## src/rtl/cpu_pkg.sv

```systemverilog
// Shared CPU types: bus request opcodes and the T-state encoding used by the bus sequencer.
package cpu_pkg;

    typedef enum logic [2:0] {
        BUS_IDLE  = 3'd0,
        BUS_IF    = 3'd1,
        BUS_IF_CB = 3'd2,
        BUS_READ  = 3'd3,
        BUS_WRITE = 3'd4
    } bus_opcode_t;

    typedef enum logic [1:0] {
        T1 = 2'b00,
        T2 = 2'b01,
        T3 = 2'b10,
        T4 = 2'b11
    } t_state_t;

    // Encodings 5..7 are reserved and behave as an idle M-cycle.
    function automatic bus_opcode_t decode_bus_op(input logic [2:0] raw);
        bus_opcode_t op;
        case (raw)
            3'd1:    op = BUS_IF;
            3'd2:    op = BUS_IF_CB;
            3'd3:    op = BUS_READ;
            3'd4:    op = BUS_WRITE;
            default: op = BUS_IDLE;
        endcase
        return op;
    endfunction

    function automatic logic is_read_op(input bus_opcode_t op);
        return (op == BUS_IF) || (op == BUS_IF_CB) || (op == BUS_READ);
    endfunction

endpackage

```

## src/rtl/cpu_bus_unit.sv

```systemverilog
// Memory-bus sequencer: runs the four-T-state M-cycle, drives memory strobes,
// and captures fetched opcodes into IR and read data into the data latch.
module cpu_bus_unit
    import cpu_pkg::*;
#(
    parameter int          ADDR_W     = 16,
    parameter int          DATA_W     = 8,
    parameter int          WAIT_LIMIT = 255,
    parameter logic [7:0]  RESET_IR   = 8'h00
) (
    input  logic              clk,
    input  logic              rst,
    input  logic [2:0]        bus_op,
    input  logic [ADDR_W-1:0] addr_in,
    input  logic [DATA_W-1:0] wdata_in,
    input  logic [DATA_W-1:0] mem_rdata,
    input  logic              mem_ready,
    output logic [ADDR_W-1:0] mem_addr,
    output logic [DATA_W-1:0] mem_wdata,
    output logic              mem_rd,
    output logic              mem_wr,
    output logic [7:0]        ir,
    output logic              ir_cb,
    output logic              ir_load,
    output logic [DATA_W-1:0] data_in,
    output logic [1:0]        t_state,
    output logic              m_cycle_end,
    output logic              bus_timeout
);

    localparam int CNT_W = (WAIT_LIMIT > 0) ? $clog2(WAIT_LIMIT + 1) : 1;
    localparam logic [CNT_W-1:0] WAIT_MAX = CNT_W'(WAIT_LIMIT);

    t_state_t          t_state_r;
    t_state_t          t_next_s;
    bus_opcode_t       op_r;
    logic [ADDR_W-1:0] addr_r;
    logic [ADDR_W-1:0] mem_addr_r;
    logic [DATA_W-1:0] wdata_r;
    logic [CNT_W-1:0]  wait_cnt_r;
    logic [CNT_W-1:0]  wait_next_s;
    logic [7:0]        ir_r;
    logic              ir_cb_r;
    logic [DATA_W-1:0] data_in_r;
    logic              timeout_r;
    logic              leave_t3_s;
    logic              forced_s;
    logic [DATA_W-1:0] byte_s;

    // Next T-state, wait counter and T3-exit / forced-completion decode.
    always_comb begin
        t_next_s    = t_state_r;
        wait_next_s = wait_cnt_r;
        leave_t3_s  = 1'b0;
        forced_s    = 1'b0;
        case (t_state_r)
            T1: t_next_s = T2;
            T2: t_next_s = T3;
            T3: begin
                if ((op_r == BUS_IDLE) || mem_ready) begin
                    t_next_s   = T4;
                    leave_t3_s = 1'b1;
                end else if (wait_cnt_r == WAIT_MAX) begin
                    t_next_s   = T4;
                    leave_t3_s = 1'b1;
                    forced_s   = 1'b1;
                end else begin
                    wait_next_s = wait_cnt_r + {{(CNT_W-1){1'b0}}, 1'b1};
                end
            end
            T4:      t_next_s = T1;
            default: t_next_s = T1;
        endcase
        if (leave_t3_s) begin
            wait_next_s = {CNT_W{1'b0}};
        end else begin
            wait_next_s = wait_next_s;
        end
        byte_s = forced_s ? {DATA_W{1'b1}} : mem_rdata;
    end

    // T-state register, wait counter and timeout flag (high only in the T4 after a forced exit).
    always_ff @(posedge clk or posedge rst) begin
        if (rst) begin
            t_state_r  <= T1;
            wait_cnt_r <= {CNT_W{1'b0}};
            timeout_r  <= 1'b0;
        end else begin
            t_state_r  <= t_next_s;
            wait_cnt_r <= wait_next_s;
            timeout_r  <= forced_s;
        end
    end

    // Request capture on the edge leaving T4; mem_addr only follows non-idle requests.
    always_ff @(posedge clk or posedge rst) begin
        if (rst) begin
            op_r       <= BUS_IDLE;
            addr_r     <= {ADDR_W{1'b0}};
            wdata_r    <= {DATA_W{1'b0}};
            mem_addr_r <= {ADDR_W{1'b0}};
        end else if (t_state_r == T4) begin
            op_r    <= decode_bus_op(bus_op);
            addr_r  <= addr_in;
            wdata_r <= wdata_in;
            if (decode_bus_op(bus_op) != BUS_IDLE) begin
                mem_addr_r <= addr_in;
            end
        end
    end

    // Data capture on the edge leaving T3.
    always_ff @(posedge clk or posedge rst) begin
        if (rst) begin
            ir_r      <= RESET_IR;
            ir_cb_r   <= 1'b0;
            data_in_r <= {DATA_W{1'b0}};
        end else if (leave_t3_s) begin
            case (op_r)
                BUS_IF: begin
                    ir_r    <= byte_s[7:0];
                    ir_cb_r <= 1'b0;
                end
                BUS_IF_CB: begin
                    ir_r    <= byte_s[7:0];
                    ir_cb_r <= 1'b1;
                end
                BUS_READ: data_in_r <= byte_s;
                default: ;
            endcase
        end
    end

    assign mem_addr    = mem_addr_r;
    assign mem_wdata   = wdata_r;
    assign mem_rd      = (t_state_r != T4) && is_read_op(op_r);
    assign mem_wr      = ((t_state_r == T2) || (t_state_r == T3)) && (op_r == BUS_WRITE);
    assign ir          = ir_r;
    assign ir_cb       = ir_cb_r;
    assign ir_load     = (t_state_r == T4) && ((op_r == BUS_IF) || (op_r == BUS_IF_CB));
    assign data_in     = data_in_r;
    assign t_state     = t_state_r;
    assign m_cycle_end = (t_state_r == T4);
    assign bus_timeout = timeout_r && (t_state_r == T4);

    // addr_r mirrors the latched request address; mem_addr_r is what is driven out.
    logic unused_addr_s;
    assign unused_addr_s = ^addr_r;

endmodule

```

## config.mk

```make
export PLATFORM = sky130hd
export DESIGN_NAME = cpu_bus_unit
export DESIGN_NICKNAME = d
export VERILOG_FILES = /design/src/rtl/cpu_pkg.sv /design/src/rtl/cpu_bus_unit.sv
export SDC_FILE = /design/constraint.sdc
export NUM_CORES = 1
export LEC_CHECK = 0
export CORE_MARGIN = 2
export CORE_UTILIZATION = 48
export DETAILED_ROUTE_END_ITERATION = 16
export PLACE_DENSITY = 0.84
export SETUP_SLACK_MARGIN = 0.1
export SYNTH_ARGS = -nofsm -noshare
export SYNTH_HDL_FRONTEND = slang
export SYNTH_SLANG_ARGS = --single-unit
```

## constraint.sdc

```tcl
create_clock -name clk -period 4.2 [get_ports clk]
set_input_delay 0.84 -clock clk [delete_from_list [all_inputs] [get_ports clk]]
set_output_delay 0.84 -clock clk [all_outputs]
set_load 0.01 [all_outputs]
```

=== Word level (Yosys, flattened, before mapping) ===
Cells that the tools add are included.

* Add/subtract/negate cells: 1
* Eq/ne operators: 16
* Mux-type cells: 16
* Reductions and logical operators: 19

{| class="wikitable"
|+ Operators with widths
! kind !! count
|-
| $mux W8 || 5
|-
| $eq A3 B2 Y1 const B || 4
|-
| $pmux W3 S4 || 1
|-
| $add A8 B1 Y8 const B || 1
|-
| $eq A8 B8 Y1 const B || 1
|-
| $pmux W2 S4 || 1
|-
| $reduce_and A2 Y1 || 4
|-
| $eq A3 B1 Y1 const B || 2
|-
| $eq A3 B3 Y1 const B || 2
|-
| $ne A2 B2 Y1 const B || 3
|-
| $mux W1 || 5
|-
| $eq A2 B2 Y1 const B || 2
|-
| $logic_and A1 B1 Y1 || 4
|-
| $logic_or A1 B1 Y1 || 4
|-
| $mux W2 || 2
|-
| $reduce_bool A2 Y1 || 2
|-
| $logic_not A3 Y1 || 1
|-
| $mux W3 || 1
|-
| $ne A3 B3 Y1 const B || 1
|-
| $reduce_and A3 Y1 || 1
|-
| $reduce_bool A3 Y1 || 1
|-
| $eq A2 B1 Y1 const B || 1
|-
| $logic_not A2 Y1 || 1
|-
| $pmux W1 S2 || 1
|-
| $reduce_or A2 Y1 || 1
|}

* Flip-flop bits (word level): 55
* Bits of input ports: 38
* Output and inout bits: 48
* Logic and storage cells: 61

=== Depth between registers and ports, before layout ===
* Depth after elaboration: 6
* Mapped depth: 7
* Gate-level depth less buffers: 6

=== Worst setup path before layout ===
No wires, ideal clock.

* Kind: reg-to-output
* From: register t_state_r[1] (netlist: t_state[1])
* To: output port ir_load
* Arrival time: 1.571 ns
* Data required time: 3.360 ns
* Setup slack: 1.789 ns
* Stages on the path, launching flop included: 5
* Path buffers: 2
* Path through: dfrtp_1 ha_1 clkbuf_1 buf_1 nor3b_1

* Word-level cells in the longest chain between the ends: 2

{| class="wikitable"
|+ RTL lines
! what !! RTL line !! text
|-
| start, declared || cpu_bus_unit.sv:34 || <nowiki>t_state_t t_state_r;</nowiki>
|-
| start signal, assigned || cpu_bus_unit.sv:89 || <nowiki>t_state_r <= t_next_s;</nowiki>
|-
| $eq A2 B2 Y1 || n/a ||
|-
| named net m_cycle_end || cpu_bus_unit.sv:27 || <nowiki>output logic m_cycle_end,</nowiki>
|-
| $logic_and A1 B1 Y1 || cpu_bus_unit.sv:140 || <nowiki>assign ir_load = (t_state_r == T4) && ((op_r == BUS_IF) || (op_r == BUS_IF_CB));</nowiki>
|-
| end, declared || cpu_bus_unit.sv:24 || <nowiki>output logic ir_load,</nowiki>
|}

The timed path passes the listed nets, and every way through them passes these cells.

=== Final worst setup path ===
* From: register t_state_r[1] (netlist: t_state[1])
* To: output port ir_load

* Word-level cells in the longest chain between the ends: 2

{| class="wikitable"
|+ RTL lines
! what !! RTL line
|-
| $eq A2 B2 Y1 || cpu_bus_unit.sv:140
|-
| $logic_and A1 B1 Y1 || cpu_bus_unit.sv:140
|}

No other way between the ends.

==> flow_metrics.env <==
export IMPL_status="finished, final reports clean"
export IMPL_via_count=1742
export IMPL_drcViolationCount=0
export IMPL_synth_seq_cells=55
export IMPL_setup_violations=0
export IMPL_max_slew_margin_rel=0.390
export IMPL_crit_fanout=18
export IMPL_finalHoldViolations=0
export IMPL_syn_area_per_cell_um2=12.4
export IMPL_setup_tns_ns=0
export IMPL_layout_common_cells="85 x clkdlybuf4s50_1, 55 x dfrtp_1, 24 x mux2_2"
export IMPL_hold_buffers=0
export IMPL_r2r_end="ir[7]"
export IMPL_syn_to_final_growth_pct=41.0
export IMPL_cts_htree_levels=2
export IMPL_io_pin_count=86
export IMPL_hold_path_end="wait_cnt_r[0]"
export IMPL_gr_usage_all_layers=0.202
export IMPL_cts_tree="done"
export IMPL_core_um2=4790
export IMPL_drt_total_wl_um=5340
export IMPL_post_cts_buffers=0
export IMPL_hold_depth=1
export IMPL_worstMarginPinSlew_ns=0.907
export IMPL_p_total_w=0.00238
export IMPL_path_clk_slew_ns=0.09
export IMPL_max_cap_violations=0
export IMPL_clkLatencyLatePin_ns=0.30
export IMPL_dr_pass1_iters=4
export IMPL_rr_worst_depth=5
export IMPL_cts_max_path_buffers=2
export IMPL_drv_slew=0
export IMPL_hold_path_class="reg2reg"
export IMPL_ir_worst_vdd_mv=0.435
export IMPL_timing_fmax_ghz=0.339
export IMPL_gr_total_overflow=0
export IMPL_first_global_vias=1839
export IMPL_critPathLaunchType="register"
export IMPL_cp_arrival_ns=2.11
export IMPL_ctsResizeCount=0
export IMPL_die_w_um=75.1
export IMPL_cts_made_buffers=5
export IMPL_detail_route_vias_per_cell=4.98
export IMPL_rows=25
export IMPL_cts_root_buffer="clkbuf_8"
export IMPL_fin_skew_ns=0.0127
export IMPL_finalCritPeriodShare=0.702
export IMPL_fin_crit_ns=2.95
export IMPL_cts_sinks=55
export IMPL_ys_warn_count=0
export IMPL_hold_start="wait_cnt_r[0]"
export IMPL_drt_iter0_drc=109
export IMPL_portBuffers=85
export IMPL_synth_nets=238
export IMPL_die_h_um=75.1
export IMPL_worstReg2RegStart="wait_cnt_r[0]"
export IMPL_yosysUniqueCellTypes=33
export IMPL_synth_seq_area_share=0.568
export IMPL_start_util=0.506
export IMPL_crit_type="reg2out"
export IMPL_endpoint_kind="output port"
export IMPL_netlist_area_um2=2420
export IMPL_grt_pass1_wl_um=8570
export IMPL_n_antenna_cell=0
export IMPL_detail_route_antenna_nets=0
export IMPL_finalNetCount=324
export IMPL_synthCells=196
export IMPL_routabilityCongestion=0.784
export IMPL_wl_per_cell_um=15.3
export IMPL_timing_hold_ws_ns=0.510
export IMPL_reg2reg_slack_ns=1.86
export IMPL_drive_gt1_frac=0.138
export IMPL_die_area_um2=5630
export IMPL_power_density_nw_per_um2=695
export IMPL_grt_max_degree=42
export IMPL_crit_required_ns=3.36
export IMPL_antenna_found_initial=0
export IMPL_rsz0062_at_grt="false"
export IMPL_dp_hpwl_um=3940
export IMPL_final_common_cell="clkdlybuf4s50_1"
export IMPL_p_leak_nw=1.44
-- Yosys cell counts --
| master | n | share of area |
|---|---|---|
| buf_2 | 1 | 0.0021 |
| o2bb2ai_1 | 1 | 0.0036 |
| nor3_2 | 1 | 0.0041 |
| mux2_2 | 24 | 0.11 |
| nor2_1 | 11 | 0.017 |
| o21ai_0 | 5 | 0.010 |
| xor2_1 | 2 | 0.0072 |
| clkbuf_1 | 4 | 0.0062 |
| o22a_1 | 1 | 0.0036 |
| xnor2_1 | 5 | 0.018 |
| nand3b_1 | 1 | 0.0031 |
| buf_6 | 1 | 0.0046 |
| dfrtp_1 | 55 | 0.57 |
| nand2_1 | 5 | 0.0077 |
| and2_1 | 2 | 0.0052 |
| nor3b_1 | 1 | 0.0031 |
| mux2_1 | 1 | 0.0046 |
| nor3_1 | 2 | 0.0041 |
| inv_1 | 24 | 0.037 |
| a21oi_1 | 9 | 0.019 |
| a2111oi_0 | 1 | 0.0036 |
| nand4_1 | 2 | 0.0052 |
| or2_0 | 1 | 0.0026 |
| mux2i_1 | 17 | 0.070 |
| nor4_2 | 1 | 0.0052 |
| and3_1 | 1 | 0.0026 |
| nor2b_1 | 1 | 0.0026 |
| buf_1 | 1 | 0.0015 |
| a2111oi_4 | 2 | 0.023 |
| ha_1 | 4 | 0.021 |
| o41ai_1 | 1 | 0.0036 |
| nand3_1 | 7 | 0.014 |
| nand4_2 | 1 | 0.0052 |
-- metal layers --
metal  vias to the layer above  track usage  wire length (um)
met5                         -            0                 0
met4                         0       0.0476                42
met3                         4       0.0857               475
met2                        69        0.322              2450
met1                       836        0.259              2380
li1                        833            -                 -
-- worst max-delay path by stage --
stage	cells past startpoint	startpoint	endpoint	slack, ns
6_report	3	t_state[1]	ir_load	1.25
5_1_grt	3	t_state[1]	ir_load	1.09
4_1_cts	3	t_state[1]	ir_load	1.21
3_5_place_dp	4	mem_ready	ir[7]	1.52
3_3_place_gp	4	mem_ready	ir[4]	1.59
2_1_floorplan	4	t_state[1]	ir_load	1.79
-- sequential cells by signal, summed over array words and instances (netlist names) --
signal and count:
timeout_r 1, ir 8, data_in 8, ir_cb 1, op_r 3, t_state 2, mem_addr 16, wait_cnt_r 8
mem_wdata 8
-- cell type report --
| type | instances | area (um2) |
|---|---|---|
| sequential | 55 | 1380 |
| tap | 67 | 83.8 |
| fill | 356 | 1370 |
| inverter | 24 | 90.1 |
| clock inverter | 3 | 18.8 |
| multi-input combinational | 110 | 922 |
| clock buffer | 5 | 68.8 |
| timing repair buffer | 86 | 858 |
-- power by group --
part	switching, W	internal [W]	total, W
clock network	0.000175	0.000118	0.000293
registers	0.000159	0.000766	0.000925
logic	0.000490	0.000669	0.00116
total	0.000824	0.00155	0.00238
-- stage by stage --
step / utilization / cell area (um2) / std cells / worst slack (ns)
floorplan: - / 2420 / 196 / 1.79
global placement: 0.696 / 3330 / 342 / 1.59
detailed placement: 0.696 / 3330 / 342 / 1.52
CTS: 0.714 / 3420 / 350 / 1.21
global route: 0.714 / 3420 / 350 / 1.09
finish: 0.714 / 3420 / 350 / 1.25
-- worst max-delay path, stage by stage, from the launching register on --
cell and delay (ns):
dfrtp_1 0.41, ha_1 0.59, nor3b_1 0.25, clkdlybuf4s50_1 0.56
-- cells by family (layout without fill, tap and decap cells) --
logic type,Yosys count,in the layout,share of synthesized area
adder cells (fa/ha/maj),4,4,0.0207
buffers and inverters,31,118,0.0516
multiplexers,42,42,0.186
AND/OR/NAND/NOR,37,37,0.0821
XOR/XNOR,7,7,0.0253
flip-flops,55,55,0.568
AO/OA/AOI/OAI,20,20,0.0661
No activity file was read; power rests on OpenSTA's default activity.
